### src/rtl/multi_phase_occ_ton_pkg.sv
// ------------------------------------------------------------------
// occ_pkg : shared types and constants for the OCC on-time slice
// rev 1.0
// ------------------------------------------------------------------
`default_nettype none

package occ_pkg;

   localparam int NUM_W = 48;
   localparam int DEN_W = 32;

   typedef enum logic [2:0] {
      IDLE  = 3'd0,
      PICK  = 3'd1,
      MUL   = 3'd2,
      DIV   = 3'd3,
      WRITE = 3'd4
   } occ_state_t;

   // Current-loop gain in clk-cycle units: 2*VIN*L[nH]*F[MHz]/1000.
   function automatic longint occ_ki(input longint vin, input longint l_nh, input longint f_mhz);
      return (2 * vin * l_nh * f_mhz) / 1000;
   endfunction

endpackage

`default_nettype wire

### src/rtl/multi_phase_occ_ton_if.sv
// ------------------------------------------------------------------
// multi_phase_occ_ton_if : sample inputs and on-time outputs bundle
// rev 1.0
// ------------------------------------------------------------------
`default_nettype none

interface multi_phase_occ_ton_if #(
   parameter int N_CH = 2
);
   logic [15:0]          period_cnt;
   logic [16*N_CH-1:0]   sample_current;
   logic [15:0]          sample_voltage;
   logic [15:0]          i_set;
   logic [16*N_CH-1:0]   ton;
   logic [N_CH-1:0]      ton_valid;
   logic                 overrun;

   modport master (
      output period_cnt, sample_current, sample_voltage, i_set,
      input  ton, ton_valid, overrun
   );

   modport slave (
      input  period_cnt, sample_current, sample_voltage, i_set,
      output ton, ton_valid, overrun
   );
endinterface

`default_nettype wire

### src/rtl/multi_phase_occ_ton_divider.sv
// ------------------------------------------------------------------
// occ_seq_divider : unsigned 48/32 restoring divider, one bit per clk
// rev 1.0
// ------------------------------------------------------------------
`default_nettype none

module occ_seq_divider
   import occ_pkg::*;
(
   input  logic             clk,
   input  logic             rst_n,
   input  logic             i_start,
   input  logic [NUM_W-1:0] i_num,
   input  logic [DEN_W-1:0] i_den,
   output logic             o_busy,
   output logic             o_done,
   output logic [NUM_W-1:0] o_quot
);
   localparam int CNT_W = $clog2(NUM_W + 1);

   logic [DEN_W-1:0] r_rem;
   logic [NUM_W-1:0] r_q;
   logic [DEN_W-1:0] r_den;
   logic [CNT_W-1:0] r_cnt;
   logic             r_busy;
   logic             r_done;

   logic [DEN_W-1:0] w_rem_src;
   logic [NUM_W-1:0] w_q_src;
   logic [DEN_W-1:0] w_den_src;
   logic [DEN_W:0]   w_trial;
   logic [DEN_W-1:0] w_diff;
   logic             w_ge;

   // The start cycle already performs the first quotient bit on the fresh operands.
   always_comb begin
      w_rem_src = i_start ? '0    : r_rem;
      w_q_src   = i_start ? i_num : r_q;
      w_den_src = i_start ? i_den : r_den;
      w_trial   = {w_rem_src, w_q_src[NUM_W-1]};
      w_ge      = w_trial[DEN_W] | (w_trial[DEN_W-1:0] >= w_den_src);
      w_diff    = w_trial[DEN_W-1:0] - w_den_src;
   end

   always_ff @(posedge clk or negedge rst_n) begin
      if (!rst_n) begin
         r_rem  <= '0;
         r_q    <= '0;
         r_den  <= '0;
         r_cnt  <= '0;
         r_busy <= 1'b0;
         r_done <= 1'b0;
      end else begin
         r_done <= 1'b0;
         if (i_start || r_busy) begin
            r_rem <= w_ge ? w_diff : w_trial[DEN_W-1:0];
            r_q   <= {w_q_src[NUM_W-2:0], w_ge};
            r_den <= w_den_src;
         end
         if (i_start) begin
            r_cnt  <= CNT_W'(NUM_W - 1);
            r_busy <= 1'b1;
         end else if (r_busy) begin
            r_cnt <= r_cnt - 1'b1;
            if (r_cnt == CNT_W'(1)) begin
               r_busy <= 1'b0;
               r_done <= 1'b1;
            end
         end
      end
   end

   assign o_busy = r_busy;
   assign o_done = r_done;
   assign o_quot = r_q;

endmodule

`default_nettype wire

### src/rtl/multi_phase_occ_ton.sv
// ------------------------------------------------------------------
// multi_phase_occ_ton : N-phase one-cycle-control on-time calculator
// optional build macro OCC_SOFTSTART_EN (slew-limited i_ref)  rev 1.0
// ------------------------------------------------------------------
`default_nettype none

module multi_phase_occ_ton
   import occ_pkg::*;
#(
   parameter int N_CH      = 2,
   parameter int VIN       = 120,
   parameter int L_NH      = 3300,
   parameter int F_CLK_MHZ = 100,
   parameter int TS_CLK    = 400,
   parameter int TON_MAX   = 200,
   parameter int I_REF_MAX = 50,
   parameter int NEG_STEP  = 5
`ifdef OCC_SOFTSTART_EN
   ,
   parameter int I_SLEW    = 1
`endif
)(
   input  logic                  clk,
   input  logic                  rst_n,
   multi_phase_occ_ton_if.slave  bus
);
   localparam int CH_W = (N_CH > 1) ? $clog2(N_CH) : 1;
   localparam int SH   = $clog2(N_CH);
   localparam logic signed [NUM_W-1:0] C_KI       = NUM_W'(occ_ki(VIN, L_NH, F_CLK_MHZ));
   localparam logic signed [NUM_W-1:0] C_TS       = NUM_W'(TS_CLK);
   localparam logic [15:0]             C_VIN      = 16'(VIN);
   localparam logic [DEN_W-1:0]        C_2VIN     = DEN_W'(2 * VIN);
   localparam logic [15:0]             C_IREF_MAX = 16'(I_REF_MAX);
   localparam logic signed [17:0]      C_NEG      = 18'(-NEG_STEP);

   occ_state_t        r_state;
   logic [N_CH-1:0]   r_pend;
   logic              r_overrun;
   logic [15:0]       r_id   [N_CH];
   logic [15:0]       r_vg   [N_CH];
   logic [15:0]       r_iref [N_CH];
   logic [15:0]       r_ton  [N_CH];
   logic [N_CH-1:0]   r_ton_valid;

   logic [CH_W-1:0]         r_ch;
   logic [15:0]             r_op_vg;
   logic [15:0]             r_op_id;
   logic [15:0]             r_op_iref;
   logic [31:0]             r_pvv;
   logic signed [NUM_W-1:0] r_kdi;
   logic [DEN_W-1:0]        r_den;
   logic                    r_vg_hi;
   logic                    r_mul_stg;
   logic                    r_zero;

   logic [15:0]             w_cur [N_CH];
   logic [N_CH-1:0]         w_trig;
   logic [N_CH-1:0]         w_clr;
   logic [CH_W-1:0]         w_pick;
   logic [15:0]             w_iset_sh;
   logic [15:0]             w_target;
   logic [15:0]             w_vdiff;
   logic signed [17:0]      w_di;
   logic signed [17:0]      w_di_sat;
   logic signed [NUM_W-1:0] w_num;
   logic                    w_skip;
   logic                    w_div_start;
   logic                    w_div_busy;
   logic                    w_div_done;
   logic [NUM_W-1:0]        w_quot;
   logic [15:0]             w_ton;

   genvar gk;
   generate
      for (gk = 0; gk < N_CH; gk++) begin : g_ch
         assign w_cur[gk]            = bus.sample_current[16*gk +: 16];
         assign w_trig[gk]           = (bus.period_cnt == 16'(gk * TS_CLK / N_CH));
         assign bus.ton[16*gk +: 16] = r_ton[gk];
      end
   endgenerate

   assign bus.ton_valid = r_ton_valid;
   assign bus.overrun   = r_overrun;

   assign w_iset_sh = bus.i_set >> SH;
   assign w_target  = (w_iset_sh > C_IREF_MAX) ? C_IREF_MAX : w_iset_sh;

   always_comb begin
      w_pick = '0;
      for (int k = N_CH - 1; k >= 0; k--) begin
         if (r_pend[k]) w_pick = CH_W'(k);
      end
      w_clr = '0;
      if (r_state == PICK) w_clr[w_pick] = 1'b1;
   end

   // A trigger landing on the PICK cycle re-arms pend; that old capture is consumed, not lost.
   always_ff @(posedge clk or negedge rst_n) begin
      if (!rst_n) begin
         r_pend    <= '0;
         r_overrun <= 1'b0;
         for (int k = 0; k < N_CH; k++) begin
            r_id[k]   <= '0;
            r_vg[k]   <= '0;
            r_iref[k] <= '0;
         end
      end else begin
         for (int k = 0; k < N_CH; k++) begin
            if (w_trig[k]) begin
               r_id[k]   <= w_cur[k][15] ? 16'd0 : w_cur[k];
               r_vg[k]   <= bus.sample_voltage;
`ifdef OCC_SOFTSTART_EN
               if (w_target > r_iref[k] + 16'(I_SLEW))
                  r_iref[k] <= r_iref[k] + 16'(I_SLEW);
               else if (r_iref[k] > w_target + 16'(I_SLEW))
                  r_iref[k] <= r_iref[k] - 16'(I_SLEW);
               else
                  r_iref[k] <= w_target;
`else
               r_iref[k] <= w_target;
`endif
               r_pend[k] <= 1'b1;
               if (r_pend[k] && !w_clr[k]) r_overrun <= 1'b1;
            end else if (w_clr[k]) begin
               r_pend[k] <= 1'b0;
            end
         end
      end
   end

   assign w_vdiff     = C_VIN - r_op_vg;
   assign w_di        = $signed({2'b00, r_op_iref}) - $signed({2'b00, r_op_id});
   assign w_di_sat    = (w_di < 18'sd0) ? C_NEG : w_di;
   assign w_num       = $signed({16'd0, r_pvv}) * C_TS + r_kdi;
   assign w_skip      = r_vg_hi || (w_num <= 48'sd0);
   assign w_div_start = (r_state == MUL) && r_mul_stg && !w_skip;

   always_comb begin
      w_ton = w_quot[15:0];
      if (r_zero || (w_quot > NUM_W'(TS_CLK)))
         w_ton = 16'd0;
      else if (w_quot > NUM_W'(TON_MAX))
         w_ton = 16'(TON_MAX);
   end

   occ_seq_divider u_div (
      .clk     (clk),
      .rst_n   (rst_n),
      .i_start (w_div_start),
      .i_num   (NUM_W'(w_num)),
      .i_den   (r_den),
      .o_busy  (w_div_busy),
      .o_done  (w_div_done),
      .o_quot  (w_quot)
   );

   always_ff @(posedge clk or negedge rst_n) begin
      if (!rst_n) begin
         r_state     <= IDLE;
         r_ch        <= '0;
         r_op_vg     <= '0;
         r_op_id     <= '0;
         r_op_iref   <= '0;
         r_pvv       <= '0;
         r_kdi       <= '0;
         r_den       <= '0;
         r_vg_hi     <= 1'b0;
         r_mul_stg   <= 1'b0;
         r_zero      <= 1'b0;
         r_ton_valid <= '0;
         for (int k = 0; k < N_CH; k++) r_ton[k] <= '0;
      end else begin
         r_ton_valid <= '0;
         case (r_state)
            IDLE: begin
               if (|r_pend) r_state <= PICK;
            end
            PICK: begin
               r_ch      <= w_pick;
               r_op_vg   <= r_vg[w_pick];
               r_op_id   <= r_id[w_pick];
               r_op_iref <= r_iref[w_pick];
               r_mul_stg <= 1'b0;
               r_state   <= MUL;
            end
            MUL: begin
               if (!r_mul_stg) begin
                  r_pvv     <= 32'(r_op_vg) * 32'(w_vdiff);
                  r_kdi     <= C_KI * $signed({{(NUM_W-18){w_di_sat[17]}}, w_di_sat});
                  r_den     <= C_2VIN * {16'd0, w_vdiff};
                  r_vg_hi   <= (r_op_vg >= C_VIN);
                  r_mul_stg <= 1'b1;
               end else begin
                  r_zero  <= w_skip;
                  r_state <= w_skip ? WRITE : DIV;
               end
            end
            DIV: begin
               if (w_div_done && !w_div_busy) r_state <= WRITE;
            end
            WRITE: begin
               r_ton[r_ch]       <= w_ton;
               r_ton_valid[r_ch] <= 1'b1;
               r_state           <= IDLE;
            end
            default: r_state <= IDLE;
         endcase
      end
   end

endmodule

`default_nettype wire

### src/flat_wrapper.sv
// flat-port wrapper written by rule: the top's interface ports become plain ports
module multi_phase_occ_ton_flat import occ_pkg::*;
#(
   parameter int N_CH      = 2,
   parameter int VIN       = 120,
   parameter int L_NH      = 3300,
   parameter int F_CLK_MHZ = 100,
   parameter int TS_CLK    = 400,
   parameter int TON_MAX   = 200,
   parameter int I_REF_MAX = 50,
   parameter int NEG_STEP  = 5

)
  (clk, rst_n, bus_period_cnt, bus_sample_current, bus_sample_voltage, bus_i_set, bus_ton, bus_ton_valid, bus_overrun);
  multi_phase_occ_ton_if #(.N_CH(N_CH)) bus_i ();
  input  logic clk;
  input  logic rst_n;
  input wire logic [$bits(bus_i.period_cnt)-1:0] bus_period_cnt;
  input wire logic [$bits(bus_i.sample_current)-1:0] bus_sample_current;
  input wire logic [$bits(bus_i.sample_voltage)-1:0] bus_sample_voltage;
  input wire logic [$bits(bus_i.i_set)-1:0] bus_i_set;
  output wire logic [$bits(bus_i.ton)-1:0] bus_ton;
  output wire logic [$bits(bus_i.ton_valid)-1:0] bus_ton_valid;
  output wire logic [$bits(bus_i.overrun)-1:0] bus_overrun;
  assign bus_i.period_cnt = bus_period_cnt;
  assign bus_i.sample_current = bus_sample_current;
  assign bus_i.sample_voltage = bus_sample_voltage;
  assign bus_i.i_set = bus_i_set;
  assign bus_ton = bus_i.ton;
  assign bus_ton_valid = bus_i.ton_valid;
  assign bus_overrun = bus_i.overrun;
  multi_phase_occ_ton #(.N_CH(N_CH), .VIN(VIN), .L_NH(L_NH), .F_CLK_MHZ(F_CLK_MHZ), .TS_CLK(TS_CLK), .TON_MAX(TON_MAX), .I_REF_MAX(I_REF_MAX), .NEG_STEP(NEG_STEP)) u_core (.clk(clk), .rst_n(rst_n), .bus(bus_i));
endmodule
### config.mk
export PLATFORM = sky130hd
export DESIGN_NAME = multi_phase_occ_ton_flat
export DESIGN_NICKNAME = d
export VERILOG_FILES = /design/src/rtl/multi_phase_occ_ton_pkg.sv /design/src/rtl/multi_phase_occ_ton_if.sv /design/src/rtl/multi_phase_occ_ton_divider.sv /design/src/rtl/multi_phase_occ_ton.sv /design/src/flat_wrapper.sv
export SDC_FILE = /design/constraint.sdc
export NUM_CORES = 2
export LEC_CHECK = 0
export BUFFER_PORTS_ARGS = -buffer_cell sky130_fd_sc_hd__buf_2
export CORE_UTILIZATION = 65
export DETAILED_ROUTE_END_ITERATION = 8
export GPL_ROUTABILITY_DRIVEN = 0
export PLACE_DENSITY = 0.83
export SLEW_MARGIN = 5
export SYNTH_ARGS = -nofsm -noshare
export SYNTH_HDL_FRONTEND = slang
export SYNTH_HIERARCHICAL = 1
export SYNTH_SLANG_ARGS = --single-unit
export TNS_END_PERCENT = 20
### constraint.sdc
create_clock -name clk -period 11.4 [get_ports clk]
set_input_delay 0 -clock clk [delete_from_list [all_inputs] [get_ports clk]]
set_output_delay 0 -clock clk [all_outputs]
set_load 0.02 [all_outputs]
## Word level (Yosys, flattened, before mapping)

Index checks and enable logic that the tools add are counted.
W data, S select, Z words.

- Output and inout port bits: 35
- Input port bits: 82
- Register bits: 403
- Bits in latches: 0
- ROM bits: 0
- Memory bits (writable): 0
- Memories kept: 0
- Logic and storage cells: 142

- $add $sub $neg: 5
- Order comparisons: 14
- Equal/unequal tests: 9
- Shift operators: 0
- Multipliers: 4
- Divide/modulo/power cells: 0
- Bitwise operators: 4
- Mux-type cells: 52
- Reduce and logical (&&, ||, !) cells: 25

Operators with widths:

| cell | number |
|---|---|
| $mux W16 | 12 |
| $mux W32 | 3 |
| $add A48 B48 Y48 | 1 |
| $gt A48 B8 Y1 const B | 1 |
| $gt A48 B9 Y1 const B | 1 |
| $le A48 B1 Y1 const B | 1 |
| $mux W48 | 1 |
| $mux W15 | 3 |
| $mul A32 B5 Y37 const B | 1 |
| $bwmux W32 | 1 |
| $ge A32 B32 Y1 | 1 |
| $mul A16 B16 Y32 | 1 |
| $sub A32 B32 Y32 | 1 |
| $mul A13 B18 Y31 const A | 1 |
| $mul A4 B16 Y20 const A | 1 |
| $lt A18 B1 Y1 const B | 1 |
| $mux W1 | 18 |
| $mux W18 | 1 |
| $sub A16 B16 Y17 | 1 |
| $demux W16 S1 | 1 |
| $eq A16 B8 Y1 const B | 1 |
| $ge A16 B7 Y1 const B | 1 |
| $logic_not A16 Y1 | 1 |
| $sub A7 B16 Y16 const A | 1 |
| other kinds (28) | 57 |

## Longest topological paths before layout

- Word-level depth: 13
- Depth in mapped cells: 48
- Depth with buffers taken out: 42

## Hierarchy

Netlist, hierarchy kept.

By module, submodules not included:

| module | area an instance (µm²) | seq. area each (µm²) | cells each | instances |
|---|---|---|---|---|
| multi_phase_occ_ton | 30685.7 | 6606.3 | 3442 | 1 |
| occ_seq_divider | 7110.6 | 3002.9 | 763 | 1 |

## Worst setup path before layout

Ideal clock, no wire load.

- Path kind: register to register
- Start: register u_core.r_pvv[5]
- End: register u_core.u_div.r_rem[31]
- Clock period less this slack: 9.345 ns
- Path buffers: 3
- Stages on the path, launching flop included: 43
- Path slack: 2.055 ns
- Library setup time: 0.126 ns
- Arrival time: 9.218 ns
- Data required time: 11.274 ns
- Path through: dfrtp_1 > ha_1 > ha_1 > fa_1 > ha_1 > a21o_1 > a211oi_1 > nor2_1 > a31o_2 > a21oi_1 > nor2b_1 > nand2_1 > nand2_1 > a21o_1 > a21oi_1 > xnor2_1 > ha_1 > nand2_1 > [7 not listed] > xnor2_1 > o21a_1 > and2_1 > clkbuf_1 > clkbuf_1 > clkbuf_1 > mux2_2 > inv_1 > ha_1 > a211oi_2 > o21bai_1 > or4_4 > nor2_4 > a211oi_1 > a211o_1 > a211o_1 > a221oi_2 > o21ai_1

- Word-level cells in the longest chain between the ends: 10
- Elaborated cells on any way between the ends: 14
- Classes of those cells: 2 x add/sub; 1 x mul; 2 x order compare; 4 x mux; 1 x bitwise; 4 x reduce/logical

RTL lines:

| element | line | source |
|---|---|---|
| start, declared | multi_phase_occ_ton.sv:49 | `logic [31:0] r_pvv;` |
| start signal, assigned | multi_phase_occ_ton.sv:188 | `r_pvv <= 32'(r_op_vg) * 32'(w_vdiff);` |
| $mul A32 B5 Y37 * | multi_phase_occ_ton.sv:134 | `assign w_num = $signed({16'd0, r_pvv}) * C_TS + r_kdi;` |
| $add A48 B48 Y48 * | multi_phase_occ_ton.sv:134 |  |
| via u_core.w_num[41] | multi_phase_occ_ton.sv:65 | `logic signed [NUM_W-1:0] w_num;` |
| $le A48 B1 Y1 * | multi_phase_occ_ton.sv:135 | `assign w_skip = r_vg_hi \|\| (w_num <= 48'sd0);` |
| $logic_or A1 B1 Y1 * | multi_phase_occ_ton.sv:135 |  |
| $logic_not A1 Y1 * | multi_phase_occ_ton.sv:136 | `assign w_div_start = (r_state == MUL) && r_mul_stg && !w_skip;` |
| $logic_and A1 B1 Y1 * | multi_phase_occ_ton.sv:136 |  |
| via u_core.w_div_start | multi_phase_occ_ton.sv:67 | `logic w_div_start;` |
| $mux W48, or another cell as far along | multi_phase_occ_ton_divider.sv:38 | `w_q_src = i_start ? i_num : r_q;` |
| $ge A32 B32 Y1 | multi_phase_occ_ton_divider.sv:41 | `w_ge = w_trial[DEN_W] \| (w_trial[DEN_W-1:0] >= w_den_src);` |
| $or A1 B1 Y1 | multi_phase_occ_ton_divider.sv:41 |  |
| $mux W32 | multi_phase_occ_ton_divider.sv:56 | `r_rem <= w_ge ? w_diff : w_trial[DEN_W-1:0];` |
| end signal, assigned | multi_phase_occ_ton_divider.sv:56 |  |
| end, declared | multi_phase_occ_ton_divider.sv:21 | `logic [DEN_W-1:0] r_rem;` |

The timed path passes the listed nets; every way through them passes the cells marked *.
A chain may end at the register's enable or synchronous reset.

## Final worst setup path

- Start: register u_core.r_pvv[5]
- End: register u_core.u_div.r_rem[10]

The elaborated chain is that of the path after synthesis.

==> run_results.csv <==
group,metric,value,unit
status,status,"finished clean",
drt,wl_per_cell,17.64,um
timing,min_period,10.53,ns
clock_network,numCtsBuffers,42,
clock_network,postCtsSetupBuffers,0,
synth,syn_area,37800,sq um
timing,rsz0062_at_grt,"no",
drt,antenna_left,0,
synth,synthCells,4205,
worst_setup_path,crit_path_end_kind,"flop",
drt,route.detailed.drc,0,
synth,ys_seq_elements,384,
synth,synth_edf_count,0,
clock_network,cts_tree,"yes",
synth,syn_avg_cell_area,8.988,sq um
worst_setup_path,start_kind,"flop",
placed_design,port_buffers,115,
drt,drtIter0Drc,2385,
placed_design,dp.final_hpwl,63260,um
die,die_w,243.1,um
timing,period_share,92.33,%
clock_network,cts_hold_buf,95,
synth,synth_top_area_share,25.42,%
drt,post_drt_via_cell_ratio,5.895,
global_routing,overflow,0,
die,ioPinCount,117,
layout,layout-drive-gt1-share,6.442,%
power_and_ir_drop,p_leak,21.87,nW
min_path,hold_path.class,"primary input to flop",
clock_network,clock_latency,0.59,ns
layout,syn2layout_area_growth,9.762,%
worst_setup_path,cp.required,11.85,ns
die,rows,88,
worst_setup_path,r2r_slack,0.87,ns
clock_network,root_buffer,"clkbuf_16",
power_and_ir_drop,peakVddDrop,250.3,uV
worst_setup_path,worst-setup-path-type,"flop to flop",
global_routing,grtUsageTotal,31.36,%
layout,instances_no_fill,5160,
timing,tightestPinTransition,1.103,ns
timing,fin_ws,0.8741,ns
synth,synth_cell_types,79,
die,coreArea,57590,sq um
clock_network,cts.repair.resized,0,
layout,final_core_utilization,72.04,%
clock_network,cts.sinks,384,
timing,final-hold-violation-count,0,
power_and_ir_drop,p_per_area,142.3,nW/um^2
placed_design,dp.cells,4986,
timing,slew_headroom,26.49,%
worst_setup_path,r2r_start,"u_core/r_pvv[5]$_DFFE_PN0P_",
die,start_util,65.64,%
global_routing,antenna_found_initial,2,
global_routing,grt_max_degree,165,
drt,first_pass_iters,6,
worst_setup_path,worstPathArrival,10.98,ns
global_routing,grt_pass1_wl,151200,um
timing,finalClockSkew,0.02451,ns
die,die_y,243.1,um
clock_network,clkSlewWorstSetupHoldPaths,0.07,ns
worst_setup_path,max_stage_delay,0.72,ns
synth,synth_flop_cell,"dfrtp_1",
synth,synthArstFlopShare,100.0,%
placed_design,place_ws,1.065,ns
clock_network,ctsLongestPathBuffers,3,
min_path,hold_path_startpoint,"bus_period_cnt[7]",
synth,yosysSeqAreaShare,25.42,%
job,drv_cap,0,
timing,setup_violations,0,
worst_setup_path,crit_start,"u_core/r_pvv[5]$_DFFE_PN0P_",
synth,yosys_warnings,6,
synth,yosysTopAreaCell,"dfrtp_1",
worst_setup_path,critPathMaxFanout,66,
synth,ys_top_cells_by_area,"dfrtp_1 25%, fa_1 17%, ha_1 14%, nand2_1 5.8%, inv_1 5.6%",
drt,num_vias,30420,
layout,fin_nets,5194,
synth,synth_top_cells_by_count,"584 x nand2_1, 562 x inv_1, 425 x ha_1",
drt,wirelength,91050,um
timing,finalMaxSlewViolations,0,
die,dieArea,59120,sq um
timing,max_freq,0.09500,GHz
clock_network,h-tree-depth,2,
global_routing,grt_pass1_vias,30800,
worst_setup_path,cpMaxStageDelayCell,"or2_1",
synth,yosysMostFrequentCell,"nand2_1",
timing,tns,0,ns
-- layout make-up --
class	instances	area [sq um]
well taps	765	957.2
fillers	4104	16100
clock inverters	18	222.7
clock buffers	59	1176
multi-input cells	3125	25600
flip-flops and latches	384	9613
repair buffers	243	1797
inverters	564	2117
diodes	2	5.005
-- stage by stage --
stage | cell area, sq um | power (mW) | hold slack, ns
after global routing | 41480 | 6.314 | 0.1427
after floorplan | 37880 | 3.867 | -0.2956
after global placement | 39130 | 4.358 | 0.01706
after CTS | 41480 | 5.890 | 0.04332
final | 41490 | 5.903 | 0.1142
after detailed placement | 39130 | 4.446 | 0.01821
-- worst max-delay path: cells and delay by family, from the launching register on --
family                     cells  cell delay [ns]
and+or+nand+nor               15             3.72
xor gates and xnor gates       2             0.32
DFF                            1             0.43
adders and majority gates      6             2.15
AOI/OAI and AO/OA             14             3.20
muxes                          1             0.43
buffers and inverters          1             0.08
-- report_power, final --
part           internal [mW]  switching, mW
combinational           1.10           1.63
sequential              1.61          0.154
clock                  0.817          0.591
-- path summary, 6_finish.rpt --
| path | endpoint | depth (start not counted) |
|---|---|---|
| worst max-delay path | u_core/u_div/r_rem[10]$_DFFE_PN0P_ | 39 |
| worst min-delay path | u_core/r_vg[11]$_DFFE_PN0P_ | 6 |
| worst max register to register | u_core/u_div/r_rem[10]$_DFFE_PN0P_ | 39 |
| worst min register to register | u_core/bus.ton[19]$_DFFE_PN0P_ | 2 |
| max in group asynchronous | u_core/r_op_vg[9]$_DFFE_PN0P_ | 5 |
| min in group asynchronous | u_core/u_div/o_quot[19]$_DFFE_PN0P_ | 3 |
-- flip-flops by register name, summed over array words and instances (netlist names), 2 cells and up --
signal,flops
u_core/u_div/r_den,32
u_core/r_op_id,15
u_core/r_state,3
u_core/u_div/r_rem,32
u_core/r_op_iref,15
u_core/r_op_vg,16
u_core/r_den,19
u_core/r_vg,32
u_core/r_id,30
u_core/r_iref,30
u_core/u_div/o_quot,48
u_core/u_div/r_cnt,6
u_core/bus.ton_valid,2
u_core/r_pend,2
u_core/bus.ton,32
u_core/r_pvv,32
u_core/r_kdi,31
-- kinds of logic (layout without fill, tap and decap cells) --
logic type      count (synthesis)  count (layout)  synth area share, %
mux                           138             138                3.774
xor+xnor                      161             161                3.731
buf+inv                       718             884                7.147
simple gates                 1300            1300                16.48
other cells                     2              26              0.01987
flops                         384             384                25.42
fa+ha+maj                     752             752                31.39
compound gates                750             750                12.03
-- per-layer routing --
metal	GRT usage, %	wire length, um
met1	41.17	37610
met2	52.41	43670
met3	4.080	5719
met5	0	19
met4	13.15	4033
-- placed cells by master (no fill, tap or decap), types with 13 or more instances in the layout --
cell / instances
fa_1: 327
ha_1: 425
nand4_1: 16
clkbuf_16: 43
a31oi_1: 25
a21oi_1: 191
and3_1: 42
mux2i_1: 102
nor3_1: 40
nor2b_1: 104
nand2_1: 584
dlygate4sd3_1: 95
nand3b_1: 39
o22ai_1: 16
o31ai_1: 13
buf_2: 114
dfrtp_1: 383
or3_1: 17
nor2_1: 178
nand3_1: 40
inv_1: 562
xnor2_1: 92
xor2_1: 69
buf_4: 32
nor4_1: 26
o21a_1: 23
a21o_1: 54
a211oi_1: 21
nand2b_1: 104
and2_1: 58
o21ai_0: 279
conb_1: 24
mux2_2: 35
o21bai_1: 13
o211ai_1: 18
(Power assumes the default switching activity.)
